File: config.mk
export PLATFORM = sky130hd
export DESIGN_NAME = pc_sequencer
export DESIGN_NICKNAME = d
export VERILOG_FILES = /design/src/rtl/pc_sequencer.sv
export SDC_FILE = /design/constraint.sdc
export NUM_CORES = 1
export LEC_CHECK = 0
export CORE_UTILIZATION = 35
export CTS_CLUSTER_DIAMETER = 150
export DETAILED_ROUTE_END_ITERATION = 8
export PLACE_DENSITY = 0.79
export RECOVER_POWER = 50
export SETUP_SLACK_MARGIN = 0.3
export SYNTH_ARGS = -nofsm -noshare
export SYNTH_HDL_FRONTEND = slang
export SYNTH_SLANG_ARGS = --single-unit
export TNS_END_PERCENT = 1
File: constraint.sdc
create_clock -name clk -period 1.7 [get_ports clk]
set_input_delay 0.51 -clock clk [delete_from_list [all_inputs] [get_ports clk]]
set_output_delay 0.51 -clock clk [all_outputs]
set_load 0.01 [all_outputs]
File: src/rtl/pc_sequencer.sv
// Program-counter / writeback sequencer for the pico MIPS core.
// Chooses +1, relative branch or hold each cycle; holds for multiply, input wait and halt.
module pc_sequencer #(
    parameter int AddrSz    = 6,
    parameter int MulCycles = 3
) (
    input  logic              clk,
    input  logic              n_reset,
    input  logic              stall,
    input  logic              instr_branch,
    input  logic              branch_cond,
    input  logic              instr_mul,
    input  logic              instr_wait,
    input  logic              instr_halt,
    input  logic [AddrSz-1:0] imm_offset,
    input  logic              in_valid,
    output logic              pc_en,
    output logic              rel_branch,
    output logic [AddrSz-1:0] offset,
    output logic              reg_we,
    output logic              in_ack,
    output logic              mul_busy,
    output logic              halted
);

    localparam int CW = $clog2(MulCycles) + 1;
    // The first multiply cycle is spent in RUN, so the counter covers the remaining ones.
    localparam logic [CW-1:0] MUL_LOAD = (MulCycles > 1) ? CW'(MulCycles - 2) : '0;

    typedef enum logic [1:0] {
        S_RUN  = 2'd0,
        S_MUL  = 2'd1,
        S_WAIT = 2'd2,
        S_HALT = 2'd3
    } state_t;

    state_t          state_q, state_d;
    logic [CW-1:0]   cnt_q, cnt_d;

    always_comb begin
        state_d    = state_q;
        cnt_d      = cnt_q;
        pc_en      = 1'b0;
        rel_branch = 1'b0;
        reg_we     = 1'b0;
        in_ack     = 1'b0;
        mul_busy   = 1'b0;
        halted     = 1'b0;

        case (state_q)
            S_RUN: begin
                if (!stall) begin
                    if (instr_halt) begin
                        state_d = S_HALT;
                    end else if (instr_mul) begin
                        if (MulCycles == 1) begin
                            pc_en  = 1'b1;
                            reg_we = 1'b1;
                        end else begin
                            mul_busy = 1'b1;
                            cnt_d    = MUL_LOAD;
                            state_d  = S_MUL;
                        end
                    end else if (instr_wait) begin
                        if (in_valid) begin
                            in_ack = 1'b1;
                            pc_en  = 1'b1;
                            reg_we = 1'b1;
                        end else begin
                            state_d = S_WAIT;
                        end
                    end else if (instr_branch) begin
                        pc_en      = 1'b1;
                        rel_branch = branch_cond;
                    end else begin
                        pc_en  = 1'b1;
                        reg_we = 1'b1;
                    end
                end
            end
            S_MUL: begin
                mul_busy = 1'b1;
                if (cnt_q == '0) begin
                    pc_en   = 1'b1;
                    reg_we  = 1'b1;
                    state_d = S_RUN;
                end else begin
                    cnt_d = cnt_q - CW'(1);
                end
            end
            S_WAIT: begin
                if (in_valid) begin
                    in_ack  = 1'b1;
                    pc_en   = 1'b1;
                    reg_we  = 1'b1;
                    state_d = S_RUN;
                end
            end
            default: begin
                halted = 1'b1;
            end
        endcase

        // Outputs are combinational, so they must be forced quiet while reset is held.
        if (!n_reset) begin
            pc_en      = 1'b0;
            rel_branch = 1'b0;
            reg_we     = 1'b0;
            in_ack     = 1'b0;
            mul_busy   = 1'b0;
            halted     = 1'b0;
        end

        offset = rel_branch ? imm_offset : '0;
    end

    always_ff @(posedge clk or negedge n_reset) begin
        if (!n_reset) begin
            state_q <= S_RUN;
            cnt_q   <= '0;
        end else begin
            state_q <= state_d;
            cnt_q   <= cnt_d;
        end
    end

endmodule

==> summary.md, run 1 <==
| Metric | Value |
|---|---|
| Worst setup SP type | flop |
| Headroom to the max-slew limit | 0.675 |
| Rows | 13 |
| Synth unique cells | 25 |
| RSZ-0062 raised after global routing | yes |
| Register area share after synthesis | 0.230 |
| Final core utilization | 0.883 |
| Setup slack after layout | -617 ps |
| Post-Layout Cell Count | 143 |
| Port Buffers | 26 |
| Setup-failing EPs final | 16 |
| Synth Register Bits | 5 |
| Vias post-DR | 809 |
| Area after DPL | 0.00103 sq mm |
| Worst clock skew | 4.95 ps |
| DRC Markers | 0 |
| Routed vias/inst | about 5.7 |
| Layout cells sized above 1 | 0.578 |
| Max Buffers Root-to-Sink | 2 |
| Crit path kind | flop to output port |
| Synth Warn # | 0 |
| Routability cong. | 0.837 |
| CTS tree | done |
| Number of H-tree levels | 1 |
| Design area | 0.00121 sq mm |
| Syn nets | 85 |
| CP Max Fanout | 2 |
| DRT Wirelength | 2.83 mm |
| Commonest non-fill, non-tap cell in the layout | buf_4 |
| Synth Instances | 64 |
| Fin Setup TNS | -6320 ps |
| Clk pin slew, worst setup/hold paths | 40 ps |
| Worst VDD drop | around 1.2 mV |
| HP Class | input pin to async pin |
| FF-to-FF setup slack | -110 ps |
| Post-DP HPWL | 1.43 mm |
| Average cell area after synthesis | 8.50 sq um |
| Minimum clock period | 2320 ps |
| Detail Route Antenna Nets | 0 |
| Wire per inst | around 20 um |
| CTS Hold Bufs | 0 |
| # nets final | 150 |
| Die span in x | 41.4 um |
| TritonCTS Buffers | 3 |
| Worst EP arrival | 1810 ps |
| TritonCTS Sinks | 5 |
| Leak Pwr | 0.604 nW |
| Final Cycle Share | 1.36 |
| Clock root cell | clkbuf_4 |
| Num ports | 27 |
| Initial DRC count | 28 |
| Diodes inserted | 0 |
| Detailed Routing Iterations Pass 1 | 4 |
| Post-synth design cell area | 544 sq um |
| Worst-Skew Late Latency | 250 ps |
| Gr ovfl total | 0 |
| Number of global-route vias before repair | 723 |
| Power Density | between 1000 and 1500 mW/mm^2 |
| Slew Limit Fails | 0 |
| Overall Global Routing Usage | 0.261 |
| Die Area | around 0.0017 sq mm |
| Most frequent cells in the layout | 27 x buf_4, 13 x buf_6, 9 x clkdlybuf4s50_1 |
| Max_cap viols | 0 |
| Layout area overhead | 122% |
| First-pass GRT wire length | around 3.3 mm |
| Core Footprint | ~0.0014 sq mm |
| Largest net degree at the start of global routing | 10 |
| Failing checks | setup timing |
| Worst-margin pin slew | 487 ps |
| Placed insts | between 100 and 150 |
| Initial Util | 0.398 |
| Die Y | 41.4 um |
| Fmax | between 0.4 and 0.5 GHz |
| Final Hold Fails | 0 |
| Initial antenna violation count | 0 |
| Crit path required time | approximately 1200 ps |
| Crit. End Element | output port |
| Status | complete, but fails checks |
-- registers in the layout, indices dropped and copies added (netlist names) --
signal / count
state_q: 2
cnt_q: 3
-- final cells by class --
| cell class | count | area, sq um |
|---|---|---|
| Fill cell | 72 | 160 |
| Tap cell | 15 | 18.8 |
| Inverter | 8 | 30.0 |
| Multi-Input combinational cell | 50 | 484 |
| Timing Repair Buffer | 61 | 522 |
| Sequential cell | 5 | 125 |
| Clock buffer | 4 | 26.3 |
-- critical path: stages, from the launching register on --
cell and delay (ps):
dfrtp_1 410, inv_2 90, ha_4 140, nor4b_4 210
buf_4 160, nand2_1 80, o21a_1 190, nor2_1 120
buf_2 170
-- what timing repair did --
action                     4_1_cts  5_1_grt
gates resized for setup         74       13
gates cloned                     0        0
pin swaps                        9        8
setup buffers                    6        3
setup endpoints to repair       17       17
-- layer usage --
layer	global-route usage	vias up	wire length [um]
met4	0.0968	0	195
met2	0.500	63	1440
met1	0.251	373	936
met5	0	-	0
met3	0.0913	20	260
li1	-	353	-
-- power breakdown --
group,internal (mW),switching [mW]
Sequential,0.179,0.0424
Clock,0.0889,0.0513
Combinational,0.750,0.633
-- final timing paths --
path,startpoint,to,depth (start not counted)
max,state_q[0],reg_we,8
min,n_reset,state_q[1],2
max reg2reg,state_q[1],state_q[1],7
min reg2reg,cnt_q[1],cnt_q[1],3
max in group asynchronous,n_reset,cnt_q[0],2
min in group clk,cnt_q[1],cnt_q[1],3
-- per-stage QoR --
stage                     total power [mW]  setup WS, ps  hold WS [ps]
after floorplan                      0.725          -159           214
after global placement                1.15         -1090           565
after detailed placement              1.20         -1200           591
after CTS                             1.46          -629           327
after global routing                  1.84          -712           489
final                                 1.74          -617           450
-- cell families (layout without fill, tap and decap cells) --
kind of cell,count (synthesis),count (layout),share of synthesized area
flip-flops,5,5,0.230
multiplexers,2,2,0.0552
buffers and inverters,9,73,0.0690
adder cells (fa/ha/maj),6,6,0.138
AO/OA/AOI/OAI,16,16,0.202
AND/OR/NAND/NOR,26,26,0.306
-- cells in the mapped netlist --
cell,instances,area share
inv_1,8,0.055
and2_1,7,0.080
ha_1,6,0.14
a21oi_1,5,0.046
dfrtp_1,5,0.23
nand2_1,5,0.034
nor2_1,5,0.034
a22oi_1,3,0.041
mux2_4,2,0.055
nand2b_1,2,0.023
o21ai_0,2,0.018
a21boi_0,1,0.014
a21boi_2,1,0.021
a22o_1,1,0.016
a31oi_1,1,0.012
and4_1,1,0.016
buf_4,1,0.014
nand4bb_1,1,0.021
nor2b_1,1,0.012
nor2b_2,1,0.016
nor3_1,1,0.0092
nor4b_1,1,0.016
nor4b_4,1,0.044
o21a_1,1,0.014
o221a_2,1,0.021
Power figures use the tool's default switching activity.
==> inputs of run 2 (changes only) <==
Settings changed: SETUP_SLACK_MARGIN 0.3 to 0.05.
==> summary.md, run 2 (synthesized netlist as in run 1, its figures left out) <==
| Metric | Value |
|---|---|
| Placed insts | 130 (unchanged) |
| Crit path kind | flop to output port (unchanged) |
| CTS tree | done (unchanged) |
| Gr ovfl total | 0 (unchanged) |
| HP Class | input pin to async pin (unchanged) |
| Power Density | 1410 mW/mm^2 (was 1450 mW/mm^2) |
| Regs by FF count | cnt_q: 3 flops, state_q: 2 flops (unchanged) |
| Worst clock skew | 4.50 ps (was 4.95 ps) |
| Number of fill cells | 76 (was 72) |
| Num ports | 27 (unchanged) |
| Slew Limit Fails | 0 (unchanged) |
| Most frequent cells in the layout | 28 x buf_4, 12 x buf_6, 9 x clkdlybuf4s50_1 (was 27 x buf_4, 13 x buf_6, 9 x clkdlybuf4s50_1) |
| Rows | 13 (unchanged) |
| Largest net degree at the start of global routing | 10 (unchanged) |
| Detail Route Antenna Nets | 0 (unchanged) |
| Routability cong. | 0.837 (unchanged) |
| Number of global-route vias before repair | 723 (unchanged) |
| Setup-failing EPs final | 14 (was 16) |
| CTS Hold Bufs | 0 (unchanged) |
| DRC Markers | 0 (unchanged) |
| Die Area | 0.00172 sq mm (unchanged) |
| Final core utilization | 0.880 (was 0.883) |
| TritonCTS Sinks | 5 (unchanged) |
| Status | complete, but fails checks (unchanged) |
| Max_cap viols | 0 (unchanged) |
| Worst R2R Start | state_q[1] (unchanged) |
| Most flop-heavy register | cnt_q (unchanged) |
| Design area | 0.00120 sq mm (was 0.00121 sq mm) |
| Total Power | 1.69 mW (was 1.74 mW) |
| Worst EP arrival | 1810 ps (about the same) |
| Routed vias/inst | 5.36 (was 5.66) |
| Worst Setup SP | state_q[0] (unchanged) |
| Failing checks | setup timing (unchanged) |
| Post-Layout Cell Count | 143 (unchanged) |
| Vias post-DR | 767 (was 809) |
| RSZ-0062 raised after global routing | yes (unchanged) |
| Crit path required time | 1190 ps (about the same) |
| Final Hold Fails | 0 (unchanged) |
| Detailed Routing Iterations Pass 1 | 4 (unchanged) |
| Port Buffers | 26 (unchanged) |
| Max FFs per register | 3 (unchanged) |
| Layout cells sized above 1 | 0.578 (unchanged) |
| Core Footprint | 0.00137 sq mm (unchanged) |
| Worst VDD drop | 0.953 mV (was 1.17 mV) |
| Diodes inserted | 0 (unchanged) |
| Wire per inst | 17.5 um (was 19.8 um) |
| Initial Util | 0.398 (unchanged) |
| Fin Setup TNS | -6310 ps (was -6320 ps) |
| # nets final | 150 (unchanged) |
| FF-to-FF path depth | 9 (was 7) |
| Overall Global Routing Usage | 0.261 (unchanged) |
| Commonest non-fill, non-tap cell in the layout | buf_4 (unchanged) |
| Hold slack | 466 ps (was 450 ps) |
| Place WS | -1200 ps (unchanged) |
| DRT Wirelength | 2.50 mm (was 2.83 mm) |
| Initial DRC count | 20 (was 28) |
| Post-DP HPWL | 1.43 mm (unchanged) |
| Die span in x | 41.4 um (unchanged) |
| Headroom to the max-slew limit | 0.657 (was 0.675) |
| Minimum clock period | 2320 ps (about the same) |
| Max Buffers Root-to-Sink | 2 (unchanged) |
| Setup crit end | offset[3] (was reg_we) |
| Setup slack after layout | -619 ps (was -617 ps) |
| Crit. End Element | output port (unchanged) |
| Worst-margin pin slew | 515 ps (was 487 ps) |
| Layout area overhead | 121% (was 122%) |
| Worst-Skew Late Latency | 250 ps (about the same) |
| Worst setup SP type | flop (unchanged) |
| Number of H-tree levels | 1 (unchanged) |
| Clock root cell | clkbuf_4 (unchanged) |
| Reg-to-Reg End | state_q[1] (unchanged) |
| Fmax | 0.431 GHz (was 0.432 GHz) |
| Area after DPL | 0.00103 sq mm (unchanged) |
| FF-to-FF setup slack | -100 ps (was -110 ps) |
| Leak Pwr | 0.602 nW (was 0.604 nW) |
| Clk pin slew, worst setup/hold paths | 40 ps (about the same) |
| Final Cycle Share | 1.36 (about the same) |
| Die Y | 41.4 um (unchanged) |
| First-pass GRT wire length | 3.30 mm (was 3.31 mm) |
| Initial antenna violation count | 0 (unchanged) |
| CP Max Fanout | 4 (was 2) |
| TritonCTS Buffers | 3 (unchanged) |
run 2: changes by cell type in the layout (fill, tap and decap cells not counted):
cell     delta
buf_4       +1
o21ai_0     +1
buf_6       -1
o21ai_1     -1
run 2: what timing repair did:
item | CTS | global route
setup endpoints to repair | 17 | 17
buffers inserted | 6 | 3
pin swaps | 8 | 7
resized for setup | 73 | 12
hold endpoints to repair | 0 | 0
run 2: critical path, stage by stage, from the launching register on:
cell and delay, ps:
dfrtp_1 400, inv_2 100, ha_4 140, nor4b_4 240
and4_4 290, buf_6 100, buf_6 80, and2_4 120
buf_6 90
run 2: area by class of cell:
type | instances | area [sq um] | share of cell area
clock buffers | 4 | 26.3 | 0.0219
inverters | 8 | 30.0 | 0.0250
multi-input cells | 50 | 484 | 0.403
flip-flops and latches | 5 | 125 | 0.104
well taps | 15 | 18.8 | 0.0156
repair buffers | 61 | 518 | 0.431
run 2: worst min path at each step:
stage | startpoint | endpoint | slack, ps | cells past startpoint
3_5_place_dp | cnt_q[1] | cnt_q[1] | 590 | 3
6_report | n_reset | cnt_q[2] | 470 | 2
5_1_grt | n_reset | cnt_q[2] | 500 | 2
3_3_place_gp | cnt_q[1] | cnt_q[1] | 560 | 3
4_1_cts | n_reset | cnt_q[0] | 330 | 2
2_1_floorplan | n_reset | cnt_q[0] | 210 | 0
run 2: metal layers:
layer  wire length, um  track usage  vias to the layer above
met4                74       0.0968                        0
met3               153       0.0913                       10
met1               948        0.251                      366
met5                 0            0                        -
li1                  -            -                      350
met2              1320        0.500                       41
run 2: where the power goes:
| group | internal (mW) | switching, mW |
|---|---|---|
| logic | 0.738 | 0.597 |
| clock network | 0.0888 | 0.0498 |
| registers | 0.179 | 0.0392 |
==> inputs of run 3 (changes only) <==
Settings changed: CORE_MARGIN set to 2.
==> summary.md, run 3 (synthesized netlist as in run 1, its figures left out) <==
| Metric | Value |
|---|---|
| Routed vias/inst | 4.96 (was 5.36) |
| Final Cycle Share | 1.35 (was 1.36) |
| Largest stage delay, worst path | 460 ps (was 400 ps) |
| Critical-path top delay cell | clkdlybuf4s50_1 (was dfrtp_1) |
| Number of global-route vias before repair | 706 (was 723) |
| Crit path required time | 1190 ps (about the same) |
| Leak Pwr | 0.573 nW (was 0.602 nW) |
| TritonCTS Sinks | 5 (unchanged) |
| DRT Wirelength | 1.96 mm (was 2.50 mm) |
| Commonest non-fill, non-tap cell in the layout | buf_4 (unchanged) |
| Hold slack | 459 ps (was 466 ps) |
| Die span in x | 43.4 um (was 41.4 um) |
| FF-to-FF setup slack | -90 ps (was -100 ps) |
| Num ports | 27 (unchanged) |
| Layout area overhead | 118% (was 121%) |
| Worst clock skew | 5.57 ps (was 4.50 ps) |
| Post-DP HPWL | 1.33 mm (was 1.43 mm) |
| Setup slack after layout | -589 ps (was -619 ps) |
| Final core utilization | 0.797 (was 0.880) |
| Max Buffers Root-to-Sink | 2 (unchanged) |
| Design area | 0.00119 sq mm (was 0.00120 sq mm) |
| FF-to-FF path depth | 8 (was 9) |
| Vias post-DR | 695 (was 767) |
| Detail Route Antenna Nets | 0 (unchanged) |
| Overall Global Routing Usage | 0.229 (was 0.261) |
| Worst path top cell family by delay | buffers and inverters (was simple AND/OR/NAND/NOR gates) |
| Core Footprint | 0.00149 sq mm (was 0.00137 sq mm) |
| Diodes inserted | 0 (unchanged) |
| CP Max Fanout | 3 (was 4) |
| Number of H-tree levels | 1 (unchanged) |
| Clock root cell | clkbuf_4 (unchanged) |
| Detailed Routing Iterations Pass 1 | 4 (unchanged) |
| Minimum clock period | 2290 ps (was 2320 ps) |
| Final Hold Fails | 0 (unchanged) |
| Initial Util | 0.366 (was 0.398) |
| Fin Setup TNS | -5820 ps (was -6310 ps) |
| Largest net degree at the start of global routing | 10 (unchanged) |
| Worst setup SP type | input pin (was flop) |
| Crit. End Element | output port (unchanged) |
| Max_cap viols | 0 (unchanged) |
| Failing checks | setup timing (unchanged) |
| DRC Markers | 0 (unchanged) |
| CP cell instances | clkdlybuf4s50_1 > nor2b_2 > and4_4 > buf_6 > buf_6 > and2_4 > buf_6 (was inv_2 > ha_4 > nor4b_4 > and4_4 > buf_6 > buf_6 > and2_4 > buf_6) |
| Worst VDD drop | 0.966 mV (was 0.953 mV) |
| Die Area | 0.00189 sq mm (was 0.00172 sq mm) |
| WP depth | 7 (was 8) |
| HP Class | input pin to async pin (unchanged) |
| CTS tree | done (unchanged) |
| Initial DRC count | 7 (was 20) |
| Worst path buffer plus inverter count | 4 (unchanged) |
| Gr ovfl total | 0 (unchanged) |
| Regs by FF count | cnt_q: 3 flops, state_q: 2 flops (unchanged) |
| Slew Limit Fails | 0 (unchanged) |
| Worst-margin pin slew | 470 ps (was 515 ps) |
| Crit path kind | input pin to output port (was flop to output port) |
| RSZ-0062 raised after global routing | yes (unchanged) |
| Most frequent cells in the layout | 25 x buf_4, 13 x buf_6, 8 x clkdlybuf4s50_1 (was 28 x buf_4, 12 x buf_6, 9 x clkdlybuf4s50_1) |
| Headroom to the max-slew limit | 0.687 (was 0.657) |
| Clk pin slew, worst setup/hold paths | 50 ps (was 40 ps) |
| Reg-to-Reg End | state_q[1] (unchanged) |
| Routability cong. | 0.773 (was 0.837) |
| First-pass GRT wire length | 3.24 mm (was 3.30 mm) |
| Setup-failing EPs final | 14 (unchanged) |
| Die Y | 43.4 um (was 41.4 um) |
| Place WS | -1180 ps (was -1200 ps) |
| Rows | 14 (was 13) |
| Most flop-heavy register | cnt_q (unchanged) |
| Port Buffers | 26 (unchanged) |
| Worst R2R Start | state_q[1] (unchanged) |
| Worst-Skew Late Latency | 250 ps (about the same) |
| TritonCTS Buffers | 3 (unchanged) |
| Fmax | 0.437 GHz (was 0.431 GHz) |
| Area after DPL | 1000 sq um (was 0.00103 sq mm) |
| Most common cell on crit path | buf_6 (unchanged) |
| Status | complete, but fails checks (unchanged) |
| Power Density | 1270 mW/mm^2 (was 1410 mW/mm^2) |
| Initial antenna violation count | 0 (unchanged) |
| Max FFs per register | 3 (unchanged) |
| Worst EP arrival | 1780 ps (was 1810 ps) |
| # nets final | 146 (was 150) |
| Wire per inst | 14.0 um (was 17.5 um) |
| Layout cells sized above 1 | 0.589 (was 0.578) |
| CTS Hold Bufs | 0 (unchanged) |
[run 3: cell count changes in the layout (fill, tap and decap cells not counted), sizes merged]
cell / previous run / this run
buf: 45 / 41
clkdlybuf4s15: 1 / 3
clkdlybuf4s50: 9 / 8
dlygate4sd2: 5 / 4
[run 3: how the worst max path moves through the flow]
| stage | slack [ps] | startpoint | end |
|---|---|---|---|
| after floorplan | -160 | state_q[1] | offset[0] |
| after global placement | -1120 | instr_mul | offset[5] |
| after detailed placement | -1180 | instr_mul | offset[0] |
| after CTS | -560 | state_q[0] | offset[5] |
| after global routing | -650 | state_q[1] | offset[5] |
| final | -590 | instr_branch | offset[5] |
[run 3: area by class of cell]
class | instances | area (sq um)
Fill cell | 97 | 302
Clock buffer | 4 | 26.3
Multi-Input combinational cell | 50 | 487
Tap cell | 16 | 20.0
Sequential cell | 5 | 125
Timing Repair Buffer | 57 | 499
Inverter | 8 | 30.0
[run 3: where the power goes]
| part | switching [mW] | leakage (nW) | internal [mW] |
|---|---|---|---|
| combinational | 0.495 | 0.498 | 0.659 |
| clock | 0.0505 | 0.0150 | 0.0888 |
| sequential | 0.0331 | 0.0607 | 0.179 |
| total | 0.579 | 0.573 | 0.927 |
[run 3: stage by stage]
| stage | cells | total power [mW] |
|---|---|---|
| after global placement | 127 | 1.11 |
| after floorplan | 64 | 0.725 |
| after global routing | 140 | 1.62 |
| after detailed placement | 127 | 1.15 |
| final | 140 | 1.51 |
| after CTS | 138 | 1.44 |
[run 3: metal layers]
layer / GRT usage / up-vias / share of wire
li1: - / 344 / -
met1: 0.221 / 326 / 0.36
met2: 0.466 / 25 / 0.57
met3: 0.0917 / 0 / 0.075
met4: 0.0182 / 0 / 0
met5: 0 / - / 0
[run 3: worst reg2reg max path: stages (launching register included)]
cell     delay (ps)
dfrtp_1         380
buf_4           130
buf_4           120
buf_6           120
ha_4            150
buf_4           140
a21oi_2         100
o221a_2         220
mux2_4          300
[run 3: what timing repair did]
item	4_1_cts	5_1_grt
pin swaps	7	2
setup buffers	7	2
gates resized for setup	84	5
cloned	0	0
setup endpoints to repair	16	14
